==> src/rtl/wb_dest_pipe_if.sv <==
// wb_dest_pipe_if: destination-select inputs and write-back/hazard outputs of wb_dest_pipe
interface wb_dest_pipe_if #(parameter int ADDR_W = 5);
  logic [2:0]        reg_dest;
  logic [ADDR_W-1:0] instr_rt;
  logic [ADDR_W-1:0] instr_rd;
  logic [ADDR_W-1:0] instr_rs;
  logic              issue;
  logic              stall;
  logic              flush;
  logic [ADDR_W-1:0] query_addr;
  logic [ADDR_W-1:0] wb_addr;
  logic              wb_valid;
  logic              busy;
  logic              hazard;
  logic              sel_err;
  modport master (
    output reg_dest, instr_rt, instr_rd, instr_rs, issue, stall, flush, query_addr,
    input  wb_addr, wb_valid, busy, hazard, sel_err
  );
  modport slave (
    input  reg_dest, instr_rt, instr_rd, instr_rs, issue, stall, flush, query_addr,
    output wb_addr, wb_valid, busy, hazard, sel_err
  );
endinterface

==> src/rtl/wb_dest_pipe.sv <==
// wb_dest_pipe: selects the write-back register index and carries it with a valid bit
// through a DEPTH-stage shift pipe, with stall, flush and an in-flight hazard query.
module wb_dest_pipe #(
  parameter int ADDR_W = 5,
  parameter int DEPTH  = 3,
  parameter int RA_IDX = 31,
  parameter int SP_IDX = 29
) (
  input logic         clk,
  input logic         reset,
  wb_dest_pipe_if.slave bus
);
  logic [DEPTH-1:0]             valid_q, valid_d;
  logic [DEPTH-1:0][ADDR_W-1:0] addr_q, addr_d;
  logic                         sel_err_q, sel_err_d;
  logic [ADDR_W-1:0]            sel_addr;
  logic                         legal;
  logic                         hit;
  always_comb begin
    sel_addr = bus.reg_dest == 3'd0 ? bus.instr_rt :
               bus.reg_dest == 3'd1 ? bus.instr_rd :
               bus.reg_dest == 3'd2 ? ADDR_W'(RA_IDX) :
               bus.reg_dest == 3'd3 ? ADDR_W'(SP_IDX) :
               bus.reg_dest == 3'd4 ? bus.instr_rs : '0;
    legal = bus.reg_dest <= 3'd4;
  end
  // flush wins over stall; sel_err ignores flush so a flushed illegal issue is still reported
  always_comb begin
    valid_d   = valid_q;
    addr_d    = addr_q;
    sel_err_d = bus.issue && !bus.stall && !legal;
    if (bus.flush) begin
      valid_d = '0;
    end else if (!bus.stall) begin
      for (int i = 1; i < DEPTH; i++) begin
        valid_d[i] = valid_q[i-1];
        addr_d[i]  = addr_q[i-1];
      end
      valid_d[0] = bus.issue && legal && sel_addr != '0;
      addr_d[0]  = sel_addr;
    end
  end
  always_ff @(posedge clk) begin
    if (reset) begin
      valid_q   <= '0;
      addr_q    <= '0;
      sel_err_q <= 1'b0;
    end else begin
      valid_q   <= valid_d;
      addr_q    <= addr_d;
      sel_err_q <= sel_err_d;
    end
  end
  always_comb begin
    hit = 1'b0;
    for (int i = 0; i < DEPTH; i++)
      hit = hit | (valid_q[i] && addr_q[i] == bus.query_addr);
  end
  assign bus.wb_addr  = addr_q[DEPTH-1];
  assign bus.wb_valid = valid_q[DEPTH-1];
  assign bus.busy     = |valid_q;
  assign bus.hazard   = bus.query_addr != '0 && hit;
  assign bus.sel_err  = sel_err_q;
endmodule
==> src/flat_wrapper.sv <==
// flat-port wrapper written by rule: the top's interface ports become plain ports
module wb_dest_pipe_flat 
#(
  parameter int ADDR_W = 5,
  parameter int DEPTH  = 3,
  parameter int RA_IDX = 31,
  parameter int SP_IDX = 29
)
  (clk, reset, bus_reg_dest, bus_instr_rt, bus_instr_rd, bus_instr_rs, bus_issue, bus_stall, bus_flush, bus_query_addr, bus_wb_addr, bus_wb_valid, bus_busy, bus_hazard, bus_sel_err);
  wb_dest_pipe_if #(.ADDR_W(ADDR_W)) bus_i ();
  input logic clk;
  input logic reset;
  input wire logic [$bits(bus_i.reg_dest)-1:0] bus_reg_dest;
  input wire logic [$bits(bus_i.instr_rt)-1:0] bus_instr_rt;
  input wire logic [$bits(bus_i.instr_rd)-1:0] bus_instr_rd;
  input wire logic [$bits(bus_i.instr_rs)-1:0] bus_instr_rs;
  input wire logic [$bits(bus_i.issue)-1:0] bus_issue;
  input wire logic [$bits(bus_i.stall)-1:0] bus_stall;
  input wire logic [$bits(bus_i.flush)-1:0] bus_flush;
  input wire logic [$bits(bus_i.query_addr)-1:0] bus_query_addr;
  output wire logic [$bits(bus_i.wb_addr)-1:0] bus_wb_addr;
  output wire logic [$bits(bus_i.wb_valid)-1:0] bus_wb_valid;
  output wire logic [$bits(bus_i.busy)-1:0] bus_busy;
  output wire logic [$bits(bus_i.hazard)-1:0] bus_hazard;
  output wire logic [$bits(bus_i.sel_err)-1:0] bus_sel_err;
  assign bus_i.reg_dest = bus_reg_dest;
  assign bus_i.instr_rt = bus_instr_rt;
  assign bus_i.instr_rd = bus_instr_rd;
  assign bus_i.instr_rs = bus_instr_rs;
  assign bus_i.issue = bus_issue;
  assign bus_i.stall = bus_stall;
  assign bus_i.flush = bus_flush;
  assign bus_i.query_addr = bus_query_addr;
  assign bus_wb_addr = bus_i.wb_addr;
  assign bus_wb_valid = bus_i.wb_valid;
  assign bus_busy = bus_i.busy;
  assign bus_hazard = bus_i.hazard;
  assign bus_sel_err = bus_i.sel_err;
  wb_dest_pipe #(.ADDR_W(ADDR_W), .DEPTH(DEPTH), .RA_IDX(RA_IDX), .SP_IDX(SP_IDX)) u_core (.clk(clk), .reset(reset), .bus(bus_i));
endmodule
==> config.mk <==
export PLATFORM = sky130hd
export DESIGN_NAME = wb_dest_pipe_flat
export DESIGN_NICKNAME = d
export VERILOG_FILES = /design/src/rtl/wb_dest_pipe_if.sv /design/src/rtl/wb_dest_pipe.sv /design/src/flat_wrapper.sv
export SDC_FILE = /design/constraint.sdc
export NUM_CORES = 1
export LEC_CHECK = 0
export BUFFER_PORTS_ARGS = -buffer_cell sky130_fd_sc_hd__buf_2
export CAP_MARGIN = 0
export CORE_ASPECT_RATIO = 2
export CORE_MARGIN = 5
export CORE_UTILIZATION = 30
export CTS_BUF_LIST = sky130_fd_sc_hd__clkbuf_4
export CTS_CLUSTER_SIZE = 14
export DETAILED_ROUTE_END_ITERATION = 12
export PLACE_DENSITY = 0.62
export SETUP_SLACK_MARGIN = 0.2
export SLEW_MARGIN = 10
export SYNTH_ARGS = -nofsm -noshare
export SYNTH_HDL_FRONTEND = slang
export SYNTH_SLANG_ARGS = --single-unit
==> constraint.sdc <==
create_clock -name clk -period 2.1 [get_ports clk]
set_input_delay 0.42 -clock clk [delete_from_list [all_inputs] [get_ports clk]]
set_output_delay 0.42 -clock clk [all_outputs]
set_load 0.005 [all_outputs]
==> run_results.csv <==
group,metric,value,unit
run_status,status,"finished clean",
clock_network,cts-htree-levels,1,
placed_design,dpl.hpwl,2050,um
timing,slew_headroom,0.774,
power_and_ir_drop,power_density,535,nW/um^2
setup_path,endpoint_kind,"primary output",
clock_network,numCtsBuffers,3,
timing,hold_violations,0,
synthesis,syn-cell-area,1070,um^2
synthesis,synthMuxAreaShare,0.0281,
timing,clock.fmax,516,MHz
drt,via_count,1022,
layout,drive_gt1_frac,0.293,
synthesis,synth_fa_ha_area_frac,0,
drt,drt_iter0_drc,20,
power_and_ir_drop,p_seq_frac,0.554,
synthesis,yosys.cell_types.count,27,
power_and_ir_drop,combPwrFrac,0.180,
drt,drtPass1Iterations,4,
global_routing,grt_usage,0.114,
power_and_ir_drop,internal_power,0.000496,W
synthesis,synthCells,138,
synthesis,synth-xor-area-share,0.123,
placed_design,pre_cts_slack,0.240,ns
layout,multi_input_area,614,um^2
synthesis,yosys.area_share.simple,0.270,
clock_network,clkSlewWorstSetupHoldPaths,0.11,ns
synthesis,synth_edf_count,0,
synthesis,synth_top_cell_by_area,"dfxtp_1",
drt,wl_per_cell,11.8,um
synthesis,synth_compound_area_frac,0.149,
drt,post-route-drc-count,0,
drt,vias_per_cell,4.75,
setup_path,worst-setup-path-type,"reg -> out",
placed_design,dp_cells,210,
clock_network,clk_latency,0.30,ns
drt,wirelength,2540,um
synthesis,synth_top_area_frac,0.356,
power_and_ir_drop,vdd_drop_max,195,uV
timing,fin_crit_sh,0.922,
floorplanning,coreArea,3420,um^2
synthesis,synth_fp_nets,166,
floorplanning,die_area,4920,um^2
clock_network,root_buffer,"clkbuf_4",
worst_hold_path,hold_path.class,"in -> reg",
power_and_ir_drop,power.leakage,0.549,nW
setup_path,arrival,1.52,ns
timing,setup_viol,0,
timing,rsz0062_at_grt,"true",
global_routing,grt_max_degree,20,
setup_path,required,1.68,ns
layout,regArea,383,um^2
global_routing,grt_overflow_total,0,
synthesis,synthFlopType,"dfxtp_1",
timing,final.setup.tns,0,ns
power_and_ir_drop,clkPwrFrac,0.266,
clock_network,clock_sinks,19,
synthesis,yosysWarnings,0,
placed_design,gp_congestion,0.706,
clock_network,cts_buffer_depth,2,
layout,stdcell_count,215,
setup_path,startpoint_type,"flop",
timing,final_max_slew_viol_count,0,
timing,setup_slack,0.164,ns
global_routing,grt_antenna_before_repair,0,
global_routing,grt_pass1_vias,975,
layout,nFillCells,380,
synthesis,synthTopCellsByArea,"dfxtp_1 (36%), xor2_1 (9.8%), a21oi_1 (9.4%)",
job,maxCapViolCount,0,
floorplanning,die_h,94.4,um
synthesis,avgSynthCellArea,7.73,um^2
setup_path,critPathMaxFanout,2,
placed_design,io_buffers,36,
floorplanning,io_pins,37,
floorplanning,fp.dieW,52.2,um
synthesis,synth_top_family_by_area,"simple AND/OR/NAND/NOR gates",
synthesis,synthArstFlopShare,0,
synthesis,synth-seq-area-share,0.356,
synthesis,ys_ff_latch,19,
layout,area_delta_synth_final,19.9,%
timing,min_period,1.94,ns
layout,fin_nets,196,
power_and_ir_drop,finalPower,0.000684,W
global_routing,grt_pass1_wl,4290,um
synthesis,synth_common_cells,"nand2_1 (21), a21oi_1 (20), dfxtp_1 (19)",
layout,insertedDiodeCount,0,
power_and_ir_drop,p_switching,0.000188,W
timing,tightestPinTransition,0.339,ns
clock_network,cts_tree,"yes",
timing,fin_hold_ws,0.337,ns
floorplanning,start_util,0.312,
power_and_ir_drop,switching_share,0.275,
floorplanning,core.rowCount,30,
synthesis,post-synth-top-count-cell,"nand2_1",
drt,antenna_left,0,
timing,clock_skew,0.00965,ns
[what timing repair did]
action                     CTS  global route
gates resized for setup      2             1
setup endpoints to repair    1             1
pin swaps                    3             2
hold buffers                 0             0
buffers inserted             1             0
[registers in the layout (all words and copies together) (netlist names)]
register	count
u_core.addr_q	10
u_core.bus.wb_addr	5
u_core.valid_q	3
u_core.bus.sel_err	1
[logic make-up (layout without fill, tap and decap cells)]
kind of cell	Yosys count	after routing
muxes	3	3
and+or+nand+nor	59	59
buffers and inverters	13	42
DFF	19	19
xor gates and xnor gates	15	15
AOI/OAI and AO/OA	29	29
[worst paths after layout]
check             slack, ns             startpoint  depth (start not counted)                    end
setup / recovery       0.16  u_core.bus.wb_addr[1]                          6             bus_hazard
setup reg to reg       1.19      u_core.valid_q[0]                          3      u_core.valid_q[0]
hold / removal         0.34              bus_flush                          2      u_core.valid_q[1]
hold reg to reg        0.49  u_core.bus.wb_addr[3]                          2  u_core.bus.wb_addr[3]
[power by group through the flow]
stage | clock [W] | combinational, W | sequential (W)
finish | 0.000182 | 0.000123 | 0.000379
global route | 0.000209 | 0.000138 | 0.000382
CTS | 0.000190 | 0.000123 | 0.000380
detailed placement | 0 | 0.000122 | 0.000388
global placement | 0 | 0.000122 | 0.000388
floorplan | 0 | 0.0000778 | 0.000385
[layer usage]
metal	global-route usage	routed length (um)	up-vias
met1	0.116	928	459
met3	0.0142	170	4
met5	0	0	-
met4	0.0640	65	0
met2	0.212	1370	32
li1	-	-	527
[through the flow]
step                      instance area (um^2)   util
final                                     1280  0.375
after global placement                    1240  0.362
after floorplan                           1070      -
after CTS                                 1270  0.373
after global routing                      1280  0.375
after detailed placement                  1240  0.362
[cells in the final DEF, fill, tap and decap left out, types with 2 or more instances in the layout]
cell type	instances
xnor2_1	3
nand3b_1	2
dfxtp_2	2
dfxtp_1	17
nor4_1	2
clkbuf_4	3
nor4_2	2
nand2_1	21
nand3_1	3
nor2_1	13
buf_4	2
mux2i_1	3
nor2b_1	4
a21oi_1	20
o21ai_0	2
buf_2	36
nor3_1	6
o22ai_1	4
xor2_1	12
[final cells by class]
cell class,instances,share of cell area
clock buffer,3,0.0176
clock inverter,1,0.00391
multi-input combinational,106,0.480
sequential,19,0.299
tap,48,0.0469
timing repair buffer,38,0.152
[worst max-delay path, cell delays in order (launching register included)]
cell and delay, ns:
dfxtp_2 0.34, xor2_1 0.15, nor4_1 0.25, and3_1 0.19, a31oi_1 0.04, a21oi_1 0.13, buf_2 0.12
Note: power is estimated with default switching activity, not from simulation.
